### src/rtl/hnf_txdat_beat_seq_pkg.sv
// Shared types and constants for the HN-F TXDAT beat sequencer and its credit counter.
// CHI-E field widths are collected here so every file sizes its ports the same way.
package hnf_txdat_beat_seq_pkg;

   localparam int CHIE_DATA_WIDTH       = 256;
   localparam int CHIE_BE_WIDTH         = 32;
   localparam int CHIE_NODEID_WIDTH     = 11;
   localparam int CHIE_TXNID_WIDTH      = 12;
   localparam int CHIE_DAT_OPCODE_WIDTH = 4;
   localparam int CHIE_RESP_WIDTH       = 3;
   localparam int CHIE_DBID_WIDTH       = 12;
   localparam int CHIE_DATAID_WIDTH     = 2;
   localparam int MSHR_ENTRIES_WIDTH    = 4;

   localparam int LCRD_MAX_DEFAULT = 15;
   localparam int LCRD_CNT_WIDTH   = 4;

   localparam logic [CHIE_DATAID_WIDTH-1:0] DATAID_BEAT0 = 2'b00;
   localparam logic [CHIE_DATAID_WIDTH-1:0] DATAID_BEAT1 = 2'b10;

   typedef enum logic {
      ST_IDLE = 1'b0,
      ST_SEND = 1'b1
   } txdat_state_e;

   // An empty presence mask still means "send the whole line".
   function automatic logic [1:0] pend_from_pe(input logic [1:0] pe);
      return (pe == 2'b00) ? 2'b11 : pe;
   endfunction

endpackage

### src/rtl/hnf_lcrd_cnt.sv
// Saturating up/down link-credit counter; flags a credit returned while already full.
// Shared by the TXDAT sequencer and the RXREQ/TXRSP link logic.
module hnf_lcrd_cnt #(
   parameter int MAX = 15,
   parameter int W   = 4
) (
   input  logic         clk,
   input  logic         rst,
   input  logic         inc,
   input  logic         dec,
   output logic [W-1:0] cnt,
   output logic         ovf
);

   localparam logic [W-1:0] MAX_V = W'(MAX);

   // A simultaneous return and spend cancel out, so only a lone return can overflow.
   assign ovf = inc && !dec && (cnt == MAX_V);

   always_ff @(posedge clk) begin
      if (!rst) begin
         cnt <= '0;
      end else if (inc && !dec && (cnt != MAX_V)) begin
         cnt <= cnt + W'(1);
      end else if (dec && !inc && (cnt != '0)) begin
         cnt <= cnt - W'(1);
      end
   end

endmodule

### src/rtl/hnf_txdat_beat_seq.sv
// Latches one 64 B line from the data buffer and emits its present 32 B halves as
// CHI-E DAT flits (DataID 00 then 10), one per cycle while link credit is available.
module hnf_txdat_beat_seq
   import hnf_txdat_beat_seq_pkg::*;
#(
   parameter logic [CHIE_NODEID_WIDTH-1:0] HNF_NID  = '0,
   parameter int                           LCRD_MAX = LCRD_MAX_DEFAULT
) (
   input  logic                               clk,
   input  logic                               rst,
   input  logic                               dbf_txdat_valid_sx1,
   input  logic [MSHR_ENTRIES_WIDTH-1:0]      dbf_txdat_idx_sx1,
   input  logic [2*CHIE_BE_WIDTH-1:0]         dbf_txdat_be_sx1,
   input  logic [2*CHIE_DATA_WIDTH-1:0]       dbf_txdat_data_sx1,
   input  logic [1:0]                         dbf_txdat_pe_sx1,
   input  logic [CHIE_NODEID_WIDTH-1:0]       mshr_txdat_tgtid_sx1,
   input  logic [CHIE_TXNID_WIDTH-1:0]        mshr_txdat_txnid_sx1,
   input  logic [CHIE_DAT_OPCODE_WIDTH-1:0]   mshr_txdat_opcode_sx1,
   input  logic [CHIE_RESP_WIDTH-1:0]         mshr_txdat_resp_sx1,
   input  logic                               txdat_lcrdv,
   output logic                               txdat_dbf_busy,
   output logic                               txdat_flitv_q,
   output logic [CHIE_NODEID_WIDTH-1:0]       txdat_flit_tgtid_q,
   output logic [CHIE_NODEID_WIDTH-1:0]       txdat_flit_srcid_q,
   output logic [CHIE_TXNID_WIDTH-1:0]        txdat_flit_txnid_q,
   output logic [CHIE_DAT_OPCODE_WIDTH-1:0]   txdat_flit_opcode_q,
   output logic [CHIE_RESP_WIDTH-1:0]         txdat_flit_resp_q,
   output logic [CHIE_DBID_WIDTH-1:0]         txdat_flit_dbid_q,
   output logic [CHIE_DATAID_WIDTH-1:0]       txdat_flit_dataid_q,
   output logic [CHIE_BE_WIDTH-1:0]           txdat_flit_be_q,
   output logic [CHIE_DATA_WIDTH-1:0]         txdat_flit_data_q,
   output logic                               txdat_err_q
);

   txdat_state_e                       state;
   logic [1:0]                         pend_p1;
   logic [2*CHIE_DATA_WIDTH-1:0]       data_p1;
   logic [2*CHIE_BE_WIDTH-1:0]         be_p1;
   logic [MSHR_ENTRIES_WIDTH-1:0]      idx_p1;
   logic [CHIE_NODEID_WIDTH-1:0]       tgtid_p1;
   logic [CHIE_TXNID_WIDTH-1:0]        txnid_p1;
   logic [CHIE_DAT_OPCODE_WIDTH-1:0]   opcode_p1;
   logic [CHIE_RESP_WIDTH-1:0]         resp_p1;

   logic [LCRD_CNT_WIDTH-1:0] credit;
   logic                      credit_ovf;
   logic                      credit_ok;
   logic                      send;
   logic                      beat_hi;
   logic                      last_pend;
   logic                      accept;
   logic                      drop;
   logic [1:0]                pend_after;

   hnf_lcrd_cnt #(
      .MAX (LCRD_MAX),
      .W   (LCRD_CNT_WIDTH)
   ) u_lcrd_cnt (
      .clk (clk),
      .rst (rst),
      .inc (txdat_lcrdv),
      .dec (send),
      .cnt (credit),
      .ovf (credit_ovf)
   );

   assign credit_ok  = (credit != '0);
   assign send       = (state == ST_SEND) && credit_ok;
   assign beat_hi    = !pend_p1[0];
   assign pend_after = beat_hi ? (pend_p1 & 2'b01) : (pend_p1 & 2'b10);
   assign last_pend  = (pend_p1 == 2'b01) || (pend_p1 == 2'b10);

   // Busy drops in the cycle the final beat is guaranteed to leave, so a new line can
   // be strobed back-to-back without a bubble.
   assign txdat_dbf_busy = (state == ST_SEND) && !(last_pend && credit_ok);
   assign accept         = dbf_txdat_valid_sx1 && !txdat_dbf_busy;
   assign drop           = dbf_txdat_valid_sx1 && txdat_dbf_busy;

   // ---- stage p1: line register (data path, no reset) ----
   always_ff @(posedge clk) begin
      if (accept) begin
         data_p1   <= dbf_txdat_data_sx1;
         be_p1     <= dbf_txdat_be_sx1;
         idx_p1    <= dbf_txdat_idx_sx1;
         tgtid_p1  <= mshr_txdat_tgtid_sx1;
         txnid_p1  <= mshr_txdat_txnid_sx1;
         opcode_p1 <= mshr_txdat_opcode_sx1;
         resp_p1   <= mshr_txdat_resp_sx1;
      end
   end

   // ---- stage q: sequencing FSM and registered flit ----
   always_ff @(posedge clk) begin
      if (!rst) begin
         state               <= ST_IDLE;
         pend_p1             <= 2'b00;
         txdat_flitv_q       <= 1'b0;
         txdat_flit_tgtid_q  <= '0;
         txdat_flit_srcid_q  <= '0;
         txdat_flit_txnid_q  <= '0;
         txdat_flit_opcode_q <= '0;
         txdat_flit_resp_q   <= '0;
         txdat_flit_dbid_q   <= '0;
         txdat_flit_dataid_q <= '0;
         txdat_flit_be_q     <= '0;
         txdat_flit_data_q   <= '0;
         txdat_err_q         <= 1'b0;
      end else begin
         txdat_flitv_q <= send;
         txdat_err_q   <= txdat_err_q | drop | credit_ovf;

         if (send) begin
            txdat_flit_tgtid_q  <= tgtid_p1;
            txdat_flit_srcid_q  <= HNF_NID;
            txdat_flit_txnid_q  <= txnid_p1;
            txdat_flit_opcode_q <= opcode_p1;
            txdat_flit_resp_q   <= resp_p1;
            txdat_flit_dbid_q   <= CHIE_DBID_WIDTH'(idx_p1);
            txdat_flit_dataid_q <= beat_hi ? DATAID_BEAT1 : DATAID_BEAT0;
            txdat_flit_be_q     <= beat_hi ? be_p1[2*CHIE_BE_WIDTH-1:CHIE_BE_WIDTH]
                                           : be_p1[CHIE_BE_WIDTH-1:0];
            txdat_flit_data_q   <= beat_hi ? data_p1[2*CHIE_DATA_WIDTH-1:CHIE_DATA_WIDTH]
                                           : data_p1[CHIE_DATA_WIDTH-1:0];
         end

         // Accept in SEND only happens alongside the final beat, so it overrides the clear.
         if (accept) begin
            pend_p1 <= pend_from_pe(dbf_txdat_pe_sx1);
            state   <= ST_SEND;
         end else if (send) begin
            pend_p1 <= pend_after;
            if (pend_after == 2'b00) begin
               state <= ST_IDLE;
            end
         end
      end
   end

endmodule

### config.mk
export PLATFORM = sky130hd
export DESIGN_NAME = hnf_txdat_beat_seq
export DESIGN_NICKNAME = d
export VERILOG_FILES = /design/src/rtl/hnf_txdat_beat_seq_pkg.sv /design/src/rtl/hnf_lcrd_cnt.sv /design/src/rtl/hnf_txdat_beat_seq.sv
export SDC_FILE = /design/constraint.sdc
export NUM_CORES = 1
export LEC_CHECK = 0
export BUFFER_PORTS_ARGS = -buffer_cell sky130_fd_sc_hd__buf_2
export CELL_PAD_IN_SITES_DETAIL_PLACEMENT = 1
export CELL_PAD_IN_SITES_GLOBAL_PLACEMENT = 1
export CORE_AREA = 2 2 375 377
export CTS_CLUSTER_SIZE = 25
export DETAILED_ROUTE_END_ITERATION = 10
export DIE_AREA = 0 0 377 379
export GPL_TIMING_DRIVEN = 1
export PLACE_DENSITY_LB_ADDON = 0.1
export SYNTH_ARGS = -nofsm -noshare
export SYNTH_HDL_FRONTEND = slang
export SYNTH_SLANG_ARGS = --single-unit
### constraint.sdc
create_clock -name clk -period 16.24 [get_ports clk]
set_clock_uncertainty 0.05 [all_clocks]
set_input_delay 1.624 -clock clk [delete_from_list [all_inputs] [get_ports clk]]
set_output_delay 1.624 -clock clk [all_outputs]
set_load 0.1 [all_outputs]
==> insert_results.sql, run 1 <==
INSERT INTO impl_metrics (metric_group, metric, value, unit) VALUES
('setup_path', 'critical_path.slowest_cell', 'sky130_fd_sc_hd__buf_4', ''),
('finish', 'core_utilization_of_the_finished_layout', '0.3148', ''),
('clocking', 'holdBufCountCts', '0', ''),
('detailed_routing', 'detailedRoute.firstPassIterationCount', '5', ''),
('setup_path', 'critPathMaxFanout', '141', ''),
('synthesis', 'post_synth_inst_count', '2130', ''),
('setup_path', 'cp_data_arrival_time', '5.64', 'ns'),
('setup_path', 'crit_path_start', 'pend_p1[0]', ''),
('setup_path', 'worst_path_largest_cell_delay', '0.90', 'ns'),
('setup_path', 'critical_r2r_launch', 'pend_p1[0]', ''),
('grt', 'gr-total-overflow', '0', ''),
('timing', 'number_of_hold_slack_violations_in_the_final_timing_report', '0', ''),
('synthesis', 'ys_warn_count', '0', ''),
('clocking', 'count_of_instances_resized_after_the_clock_tree_is_built', '0', ''),
('synthesis', 'synth.ff_latch_count', '942', ''),
('timing', 'final_max_slew_viol_count', '0', ''),
('clocking', 'ctsRootBufferMaster', 'sky130_fd_sc_hd__clkbuf_16', ''),
('power', 'total_power', '8.744', 'mW'),
('timing', 'rsz0062_at_grt', 'no', ''),
('clocking', 'path_clk_slew', '0.06', 'ns'),
('detailed_routing', 'ant_nets', '0', ''),
('finish', 'instances_no_fill', '4989', ''),
('synthesis', 'synth.yosys.seq_area_share', '0.7379', ''),
('grt', 'grt_usage', '0.1497', ''),
('floorplanning', 'initial_core_util', '0.2437', ''),
('grt', 'wire_length_of_the_first_global_routing_pass', '156100', 'µm'),
('synthesis', 'yosysMostFrequentCell', 'sky130_fd_sc_hd__edfxtp_1', ''),
('finish', 'drive_gt1_frac', '0.3592', ''),
('timing', 'min_period', '5.367', 'ns'),
('floorplanning', 'placement_rows', '137', ''),
('synthesis', 'synth_area_per_cell', '15.88', 'µm²'),
('outcome', 'status', 'finished, final reports clean', ''),
('clocking', 'clockBufferDepth', '3', ''),
('timing', 'slew_headroom', '0.2604', ''),
('detailed_routing', 'totalWireLength', '111800', 'µm'),
('timing', 'tightestPinTransition', '1.109', 'ns'),
('timing', 'timing.setup.tns', '0', 'ns'),
('power', 'vdd_drop_max', '0.00008669', 'V'),
('synthesis', 'synth_top_cell_by_area', 'sky130_fd_sc_hd__edfxtp_1', ''),
('grt', 'grt_start_max_net_pins', '142', ''),
('setup_path', 'category_of_the_critical_setup_timing_path', 'reg -> reg', ''),
('floorplanning', 'die_height', '379', 'µm'),
('synthesis', 'dominantRegCellSynth', 'sky130_fd_sc_hd__edfxtp_1', ''),
('power', 'powerDensity', '200.1', 'nW/µm²'),
('placement', 'total_of_buffers_placed_on_input_and_output_ports', '941', ''),
('detailed_routing', 'viasPerCell', '4.309', ''),
('setup_path', 'cpMostUsedCell', 'sky130_fd_sc_hd__buf_4', ''),
('setup_path', 'timing.reg2reg.setup_slack', '10.87', 'ns'),
('synthesis', 'synth_edf_count', '610', ''),
('placement', 'post-dp-hpwl', '79060', 'µm'),
('synthesis', 'synth.cell_area', '33830', 'µm²'),
('job', 'max_cap_viol_count', '0', ''),
('detailed_routing', 'drt-wirelength-per-cell', '22.41', 'µm'),
('timing', 'report.final.setup_viol', '0', ''),
('setup_path', 'worstPathCellList', 'ha_1 -> o41ai_1 -> a21bo_2 -> inv_8 -> buf_4 -> buf_12 -> buf_4', ''),
('clocking', 'number_of_buffers_added_by_the_clock_tree_synthesis_step', '110', ''),
('setup_path', 'cp-end-kind', 'register', ''),
('detailed_routing', 'first_iter_violations', '839', ''),
('placement', 'placer_congestion', '0.7800', ''),
('detailed_routing', 'vias', '21500', ''),
('finish', 'design.final.nets', '3681', ''),
('clocking', 'cts_tree', 'built', ''),
('grt', 'first_global_vias', '22710', ''),
('power', 'leakage_power', '20.28', 'nW'),
('setup_path', 'cp_data_required_time', '16.51', 'ns'),
('synthesis', 'async_set_or_reset_register_ratio_after_synthesis', '0', ''),
('finish', 'syn_to_final_growth', '29.18', '%'),
('setup_path', 'element_type_at_the_critical_path_start', 'register', ''),
('synthesis', 'yosysTopAreaCellShare', '0.5414', ''),
('floorplanning', 'core_area', '138800', 'µm²'),
('worst_hold_path', 'hold_path_start', 'txdat_flit_dbid_q[0]', '');
## routing by layer
metal	up-vias	wire (µm)	track usage
met1	10500	39070	0.1505
li1	9817	-	-
met4	122	3292	0.04974
met2	749	57160	0.2671
met5	-	759	0
met3	308	11540	0.07480
## logic make-up after synthesis
group | share of synthesized area
compound gates | 0.09734
xor+xnor | 0.0005178
fa+ha+maj | 0.001701
buf+inv | 0.03373
flops | 0.7379
mux | 0.08550
other cells | 0.0001108
simple gates | 0.04323
## worst max-delay path by stage
stage,cells after the start,slack (ns),endpoint
6_report,7,10.87,be_p1[43]
3_5_place_dp,6,10.23,be_p1[17]
2_1_floorplan,2,1.58,be_p1[0]
4_1_cts,7,10.74,be_p1[43]
3_3_place_gp,6,10.38,be_p1[17]
5_1_grt,7,10.39,be_p1[43]
## final cells by class
class,instances,area (µm²)
Antenna cell,28,70.07
Clock inverter,36,503.0
Fill cell,14860,95140
Inverter,3,18.77
Tap cell,1807,2261
Sequential cell,942,24970
Clock buffer,169,3164
Timing Repair Buffer,965,4912
Multi-Input combinational cell,1039,7807
## flip-flops by register name (all words and copies together) (netlist names), 11 cells and up
register,count
txdat_flit_be_q,32
txnid_p1,12
data_p1,512
be_p1,64
txdat_flit_data_q,256
txdat_flit_txnid_q,12
txdat_flit_tgtid_q,11
tgtid_p1,11
## power breakdown
group | internal, mW | switching, mW | leakage (nW) | total [mW]
logic | 0.513 | 2.47 | 9.90 | 2.98
clock network | 1.51 | 0.997 | 1.79 | 2.51
registers | 3.05 | 0.201 | 8.59 | 3.25
## critical path, delay by kind of cell, from the launching register on
family | cells | cell delay (ns)
AO/OA/AOI/OAI | 2 | 0.39
flip-flops | 1 | 0.89
adder cells (fa/ha/maj) | 1 | 0.27
buffers and inverters | 4 | 3.03
## stage by stage
step	instance area, µm²	setup slack, ns	hold WS (ns)
floorplan	33900	1.577	0.4023
global placement	39970	10.38	0.4024
detailed placement	39970	10.23	0.4086
CTS	43630	10.74	0.4177
global route	43660	10.39	0.4415
finish	43700	10.87	0.4131
## cell usage in the layout, fill, tap and decap left out, drive strengths merged
| cell type | synthesis | final |
|---|---|---|
| nor2 | 1 | 1 |
| a21boi | 36 | 36 |
| diode | 0 | 28 |
| o41a | 1 | 1 |
| nor2b | 1 | 1 |
| clkbuf | 78 | 169 |
| o311a | 1 | 1 |
| or4 | 1 | 1 |
| a32oi | 1 | 1 |
| dfxtp | 332 | 332 |
| nand2b | 1 | 1 |
| o41ai | 2 | 2 |
| nand4 | 1 | 1 |
| fa | 1 | 1 |
| nand3 | 5 | 5 |
| mux2i | 289 | 289 |
| nor3 | 1 | 1 |
| a21oi | 3 | 3 |
| and2 | 3 | 3 |
| a211oi | 1 | 1 |
| o211a | 289 | 289 |
| edfxtp | 610 | 610 |
| a31oi | 1 | 1 |
| nor4 | 1 | 1 |
| o311ai | 1 | 1 |
| bufinv | 0 | 11 |
| xor2 | 1 | 1 |
| xnor2 | 1 | 1 |
| buf | 87 | 965 |
| o21ai | 4 | 4 |
| ha | 3 | 3 |
| o31ai | 1 | 1 |
| nand2 | 367 | 367 |
| conb | 1 | 20 |
| inv | 3 | 6 |
| clkinv | 0 | 21 |
| a21bo | 1 | 1 |
| clkinvlp | 0 | 1 |
Note: power is estimated with default switching activity, not from simulation.
==> run 2: changes to the inputs <==
--- a/config.mk
+++ b/config.mk
@@ -5,13 +5,14 @@
 export SDC_FILE = /design/constraint.sdc
 export NUM_CORES = 1
 export LEC_CHECK = 0
+export ABC_AREA = 1
 export BUFFER_PORTS_ARGS = -buffer_cell sky130_fd_sc_hd__buf_2
 export CELL_PAD_IN_SITES_DETAIL_PLACEMENT = 1
 export CELL_PAD_IN_SITES_GLOBAL_PLACEMENT = 1
-export CORE_AREA = 2 2 375 377
+export CORE_AREA = 2 2 376 378
 export CTS_CLUSTER_SIZE = 25
 export DETAILED_ROUTE_END_ITERATION = 10
-export DIE_AREA = 0 0 377 379
+export DIE_AREA = 0 0 378 380
 export GPL_TIMING_DRIVEN = 1
 export PLACE_DENSITY_LB_ADDON = 0.1
 export SYNTH_ARGS = -nofsm -noshare
==> constraint.sdc (replaced) <==
create_clock -name clk -period 5.12 [get_ports clk]
set_clock_uncertainty 0.05 [all_clocks]
set_input_delay 0.512 -clock clk [delete_from_list [all_inputs] [get_ports clk]]
set_output_delay 0.512 -clock clk [all_outputs]
set_load 0.1 [all_outputs]
==> insert_results.sql, run 2 <==
INSERT INTO impl_metrics (metric_group, metric, value, unit) VALUES
('timing', 'timing.setup.tns', '0', 'ns'),
('finish', 'reg_top3', 'data_p1 x512, txdat_flit_data_q x256, be_p1 x64', ''),
('finish', 'most_common_cell_after_layout_fill_and_taps_aside', 'sky130_fd_sc_hd__nand2_1', ''),
('power', 'share_seq_of_total_power', '0.411', ''),
('timing', 'final_critical_path_setup_slack', '1.915', 'ns'),
('timing', 'achievable-frequency', '312.0', 'MHz'),
('detailed_routing', 'vias', '27760', ''),
('clocking', 'number_of_buffers_added_by_the_clock_tree_synthesis_step', '109', ''),
('synthesis', 'synthAdderAreaFrac', '0.001687', ''),
('job', 'max_cap_viol_count', '0', ''),
('synthesis', 'synthSimpleGateAreaFrac', '0.1828', ''),
('setup_path', 'critical_path.slowest_cell', 'sky130_fd_sc_hd__buf_2', ''),
('synthesis', 'post_synth_inst_count', '3065', ''),
('outcome', 'status', 'finished, final reports clean', ''),
('setup_path', 'critPathMaxFanout', '99', ''),
('setup_path', 'cp-end-kind', 'output pin', ''),
('setup_path', 'cp_data_required_time', '4.56', 'ns'),
('synthesis', 'yosysMostFrequentCell', 'sky130_fd_sc_hd__nand2_1', ''),
('clocking', 'path_clk_slew', '0.07', 'ns'),
('timing', 'report.final.setup_viol', '0', ''),
('synthesis', 'synth.yosys.seq_area_share', '0.7315', ''),
('timing', 'number_of_hold_slack_violations_in_the_final_timing_report', '0', ''),
('detailed_routing', 'viasPerCell', '4.242', ''),
('detailed_routing', 'drt-wirelength-per-cell', '20.86', 'µm'),
('power', 'power_switching', '7.820', 'mW'),
('synthesis', 'synth-compound-area-share', '0.04920', ''),
('detailed_routing', 'drt_drc_violations_left', '0', ''),
('floorplanning', 'initial_core_util', '0.2452', ''),
('placement', 'place.detailed.instances', '5704', ''),
('power', 'share_of_total_power_in_combinational_logic', '0.242', ''),
('placement', 'placement.setup.worst_slack', '1.925', 'ns'),
('detailed_routing', 'first_iter_violations', '1100', ''),
('synthesis', 'ys_warn_count', '0', ''),
('detailed_routing', 'ant_nets', '0', ''),
('timing', 'tightestPinTransition', '1.142', 'ns'),
('floorplanning', 'die_area', '143600', 'µm²'),
('floorplanning', 'core_area', '139200', 'µm²'),
('clocking', 'holdBufCountCts', '611', ''),
('synthesis', 'synthXorXnorAreaFrac', '0.0002567', ''),
('synthesis', 'yosys.cell_types.count', '25', ''),
('worst_hold_path', 'timing.hold.worst.class', 'in -> reg', ''),
('grt', 'wire_length_of_the_first_global_routing_pass', '196900', 'µm'),
('clocking', 'clk_lat_worst_skew', '0.71', 'ns'),
('power', 'cell_internal_pwr', '14.69', 'mW'),
('synthesis', 'synth_commonest_cells', 'sky130_fd_sc_hd__nand2_1, sky130_fd_sc_hd__edfxtp_1, sky130_fd_sc_hd__dfxtp_1, sky130_fd_sc_hd__a21oi_1, sky130_fd_sc_hd__nand3_1', ''),
('finish', 'syn_to_final_growth', '47.50', '%'),
('power', 'total_power', '22.51', 'mW'),
('grt', 'grt_usage', '0.1842', ''),
('floorplanning', 'die_height', '380', 'µm'),
('grt', 'grt_start_max_net_pins', '158', ''),
('clocking', 'cts_tree', 'built', ''),
('finish', 'number_of_filler_cells_placed_in_the_layout', '15710', ''),
('placement', 'total_of_buffers_placed_on_input_and_output_ports', '941', ''),
('finish', 'core_utilization_of_the_finished_layout', '0.3616', ''),
('power', 'power_frac_clock', '0.347', ''),
('finish', 'drive_gt1_frac', '0.2455', ''),
('timing', 'slew_headroom', '0.2385', ''),
('clocking', 'maximum_level_of_the_cts_h_tree', '3', ''),
('timing', 'final_max_slew_viol_count', '0', ''),
('floorplanning', 'floorplan.io_pins', '962', ''),
('finish', 'design.final.nets', '5170', ''),
('power', 'leakage_power', '20.88', 'nW'),
('clocking', 'ctsRootBufferMaster', 'sky130_fd_sc_hd__clkbuf_16', ''),
('grt', 'gr-total-overflow', '0', ''),
('timing', 'post_route_fraction_of_the_period_consumed_by_the_critical_path', '0.6259', ''),
('setup_path', 'category_of_the_critical_setup_timing_path', 'reg -> out', ''),
('synthesis', 'synth.cell_area', '34130', 'µm²'),
('detailed_routing', 'totalWireLength', '136500', 'µm'),
('clocking', 'clockBufferDepth', '3', ''),
('setup_path', 'worstPathCellList', 'nor2_2 -> nand2_8 -> a21boi_1 -> buf_2', ''),
('timing', 'rsz0062_at_grt', 'no', ''),
('placement', 'placer_congestion', '0.7642', ''),
('synthesis', 'ys_top_cells_by_area', 'sky130_fd_sc_hd__edfxtp_1, sky130_fd_sc_hd__dfxtp_1, sky130_fd_sc_hd__nand2_1, sky130_fd_sc_hd__a21oi_1, sky130_fd_sc_hd__nand3_1', ''),
('clocking', 'post_cts_buffers', '0', ''),
('floorplanning', 'placement_rows', '137', ''),
('finish', 'instances_no_fill', '6544', ''),
('synthesis', 'synth.ff_latch_count', '942', ''),
('finish', 'final_cell_mix', 'sky130_fd_sc_hd__nand2_1, sky130_fd_sc_hd__buf_2, sky130_fd_sc_hd__dlygate4sd3_1, sky130_fd_sc_hd__edfxtp_1, sky130_fd_sc_hd__a21oi_1', ''),
('power', 'powerDensity', '447.2', 'nW/µm²'),
('synthesis', 'dominantRegCellSynth', 'sky130_fd_sc_hd__edfxtp_1', ''),
('synthesis', 'synth_edf_count', '610', ''),
('power', 'power_switching_share', '0.3474', ''),
('setup_path', 'element_type_at_the_critical_path_start', 'register', ''),
('synthesis', 'synth_top_cell_by_area', 'sky130_fd_sc_hd__edfxtp_1', ''),
('grt', 'grt_antenna_before_repair', '30', ''),
('clocking', 'count_of_instances_resized_after_the_clock_tree_is_built', '0', ''),
('setup_path', 'worst_path_largest_cell_delay', '0.50', 'ns'),
('clocking', 'cts.sinks', '942', ''),
('synthesis', 'synth_area_per_cell', '11.13', 'µm²'),
('timing', 'min_period', '3.205', 'ns'),
('placement', 'post-dp-hpwl', '87690', 'µm'),
('synthesis', 'yosysTopAreaCellShare', '0.5368', ''),
('power', 'vdd_drop_max', '0.0002931', 'V'),
('grt', 'first_global_vias', '29160', ''),
('finish', 'largest-register', 'data_p1', ''),
('synthesis', 'async_set_or_reset_register_ratio_after_synthesis', '0', ''),
('finish', 'largest_register_ffs', '512', ''),
('synthesis', 'synth_mux_area_frac', '0', ''),
('floorplanning', 'chipWidth', '378', 'µm'),
('setup_path', 'cp_data_arrival_time', '2.64', 'ns'),
('detailed_routing', 'detailedRoute.firstPassIterationCount', '5', ''),
('synthesis', 'synth_top_family_by_area', 'simple AND/OR/NAND/NOR gates', '');
run 2: cell types whose count changed in the layout (fill, tap and decap cells not counted), moves of 6 or more:
cell	delta
sky130_fd_sc_hd__nor2_1	+7
sky130_fd_sc_hd__clkbuf_1	-9
sky130_fd_sc_hd__buf_4	-9
sky130_fd_sc_hd__mux2i_1	-289
sky130_fd_sc_hd__buf_12	+15
sky130_fd_sc_hd__nand3_1	+322
sky130_fd_sc_hd__clkinv_1	+15
sky130_fd_sc_hd__bufinv_16	-6
sky130_fd_sc_hd__dlygate4sd3_1	+611
sky130_fd_sc_hd__nand2_1	+839
sky130_fd_sc_hd__o211a_1	-289
sky130_fd_sc_hd__a21oi_1	+325
sky130_fd_sc_hd__a21boi_0	-36
run 2: cell families (layout without fill, tap and decap cells):
logic type,count (synthesis),in the layout
and+or+nand+nor,1549,1549
DFF,942,942
AOI/OAI and AO/OA,334,334
buffers and inverters,234,1794
adders and majority gates,4,4
other,1,44
xor gates and xnor gates,1,1
run 2: layout make-up:
class / count / area (µm²) / share of cell area
repair buffers: 1582 / 11250 / 0.2235
inverters: 7 / 45.04 / 0.0008949
multi-input cells: 1908 / 8094 / 0.1608
well taps: 1876 / 2347 / 0.04663
clock inverters: 40 / 340.3 / 0.006761
diodes: 24 / 60.06 / 0.001193
clock buffers: 165 / 3222 / 0.06401
flip-flops and latches: 942 / 24980 / 0.4962
run 2: power by group through the flow:
stage	combinational, mW	sequential [mW]	clock, mW
2_1_floorplan	1.75	11.5	0
3_3_place_gp	5.12	9.41	0
3_5_place_dp	5.13	9.42	0
4_1_cts	5.56	9.27	8.06
5_1_grt	5.82	9.34	8.32
6_report	5.44	9.26	7.81
run 2: critical path: cells and delay by family, from the launching register on:
family,cells,cell delay (ns)
flip-flops,1,0.36
AO/OA/AOI/OAI,1,0.36
AND/OR/NAND/NOR,2,0.66
buffers and inverters,1,0.50
run 2: through the flow:
stage,area [µm²],hold WS (ns)
finish,50330,0.09177
global route,50320,0.06598
CTS,50270,0.03031
detailed placement,40600,0.4011
global placement,40600,0.3957
floorplan,34220,0.4383
run 2: routing by layer:
layer  up-vias  global-route usage  part of all wire
met5         -                   0           0.00091
met1     13370              0.2158              0.40
met3       244             0.05600             0.067
met4        20             0.07304             0.041
met2       739              0.3130              0.49
li1      13390                   -                 -
run 2: worst paths after layout:
| kind | from | end | slack [ns] | cells past startpoint |
|---|---|---|---|---|
| setup / recovery | u_lcrd_cnt.cnt[0] | txdat_dbf_busy | 1.92 | 4 |
| setup reg to reg | u_lcrd_cnt.cnt[0] | txdat_flit_be_q[18] | 2.06 | 6 |
| hold / removal | dbf_txdat_pe_sx1[0] | pend_p1[0] | 0.09 | 3 |
| hold reg to reg | txdat_flit_data_q[236] | txdat_flit_data_q[236] | 0.41 | 2 |
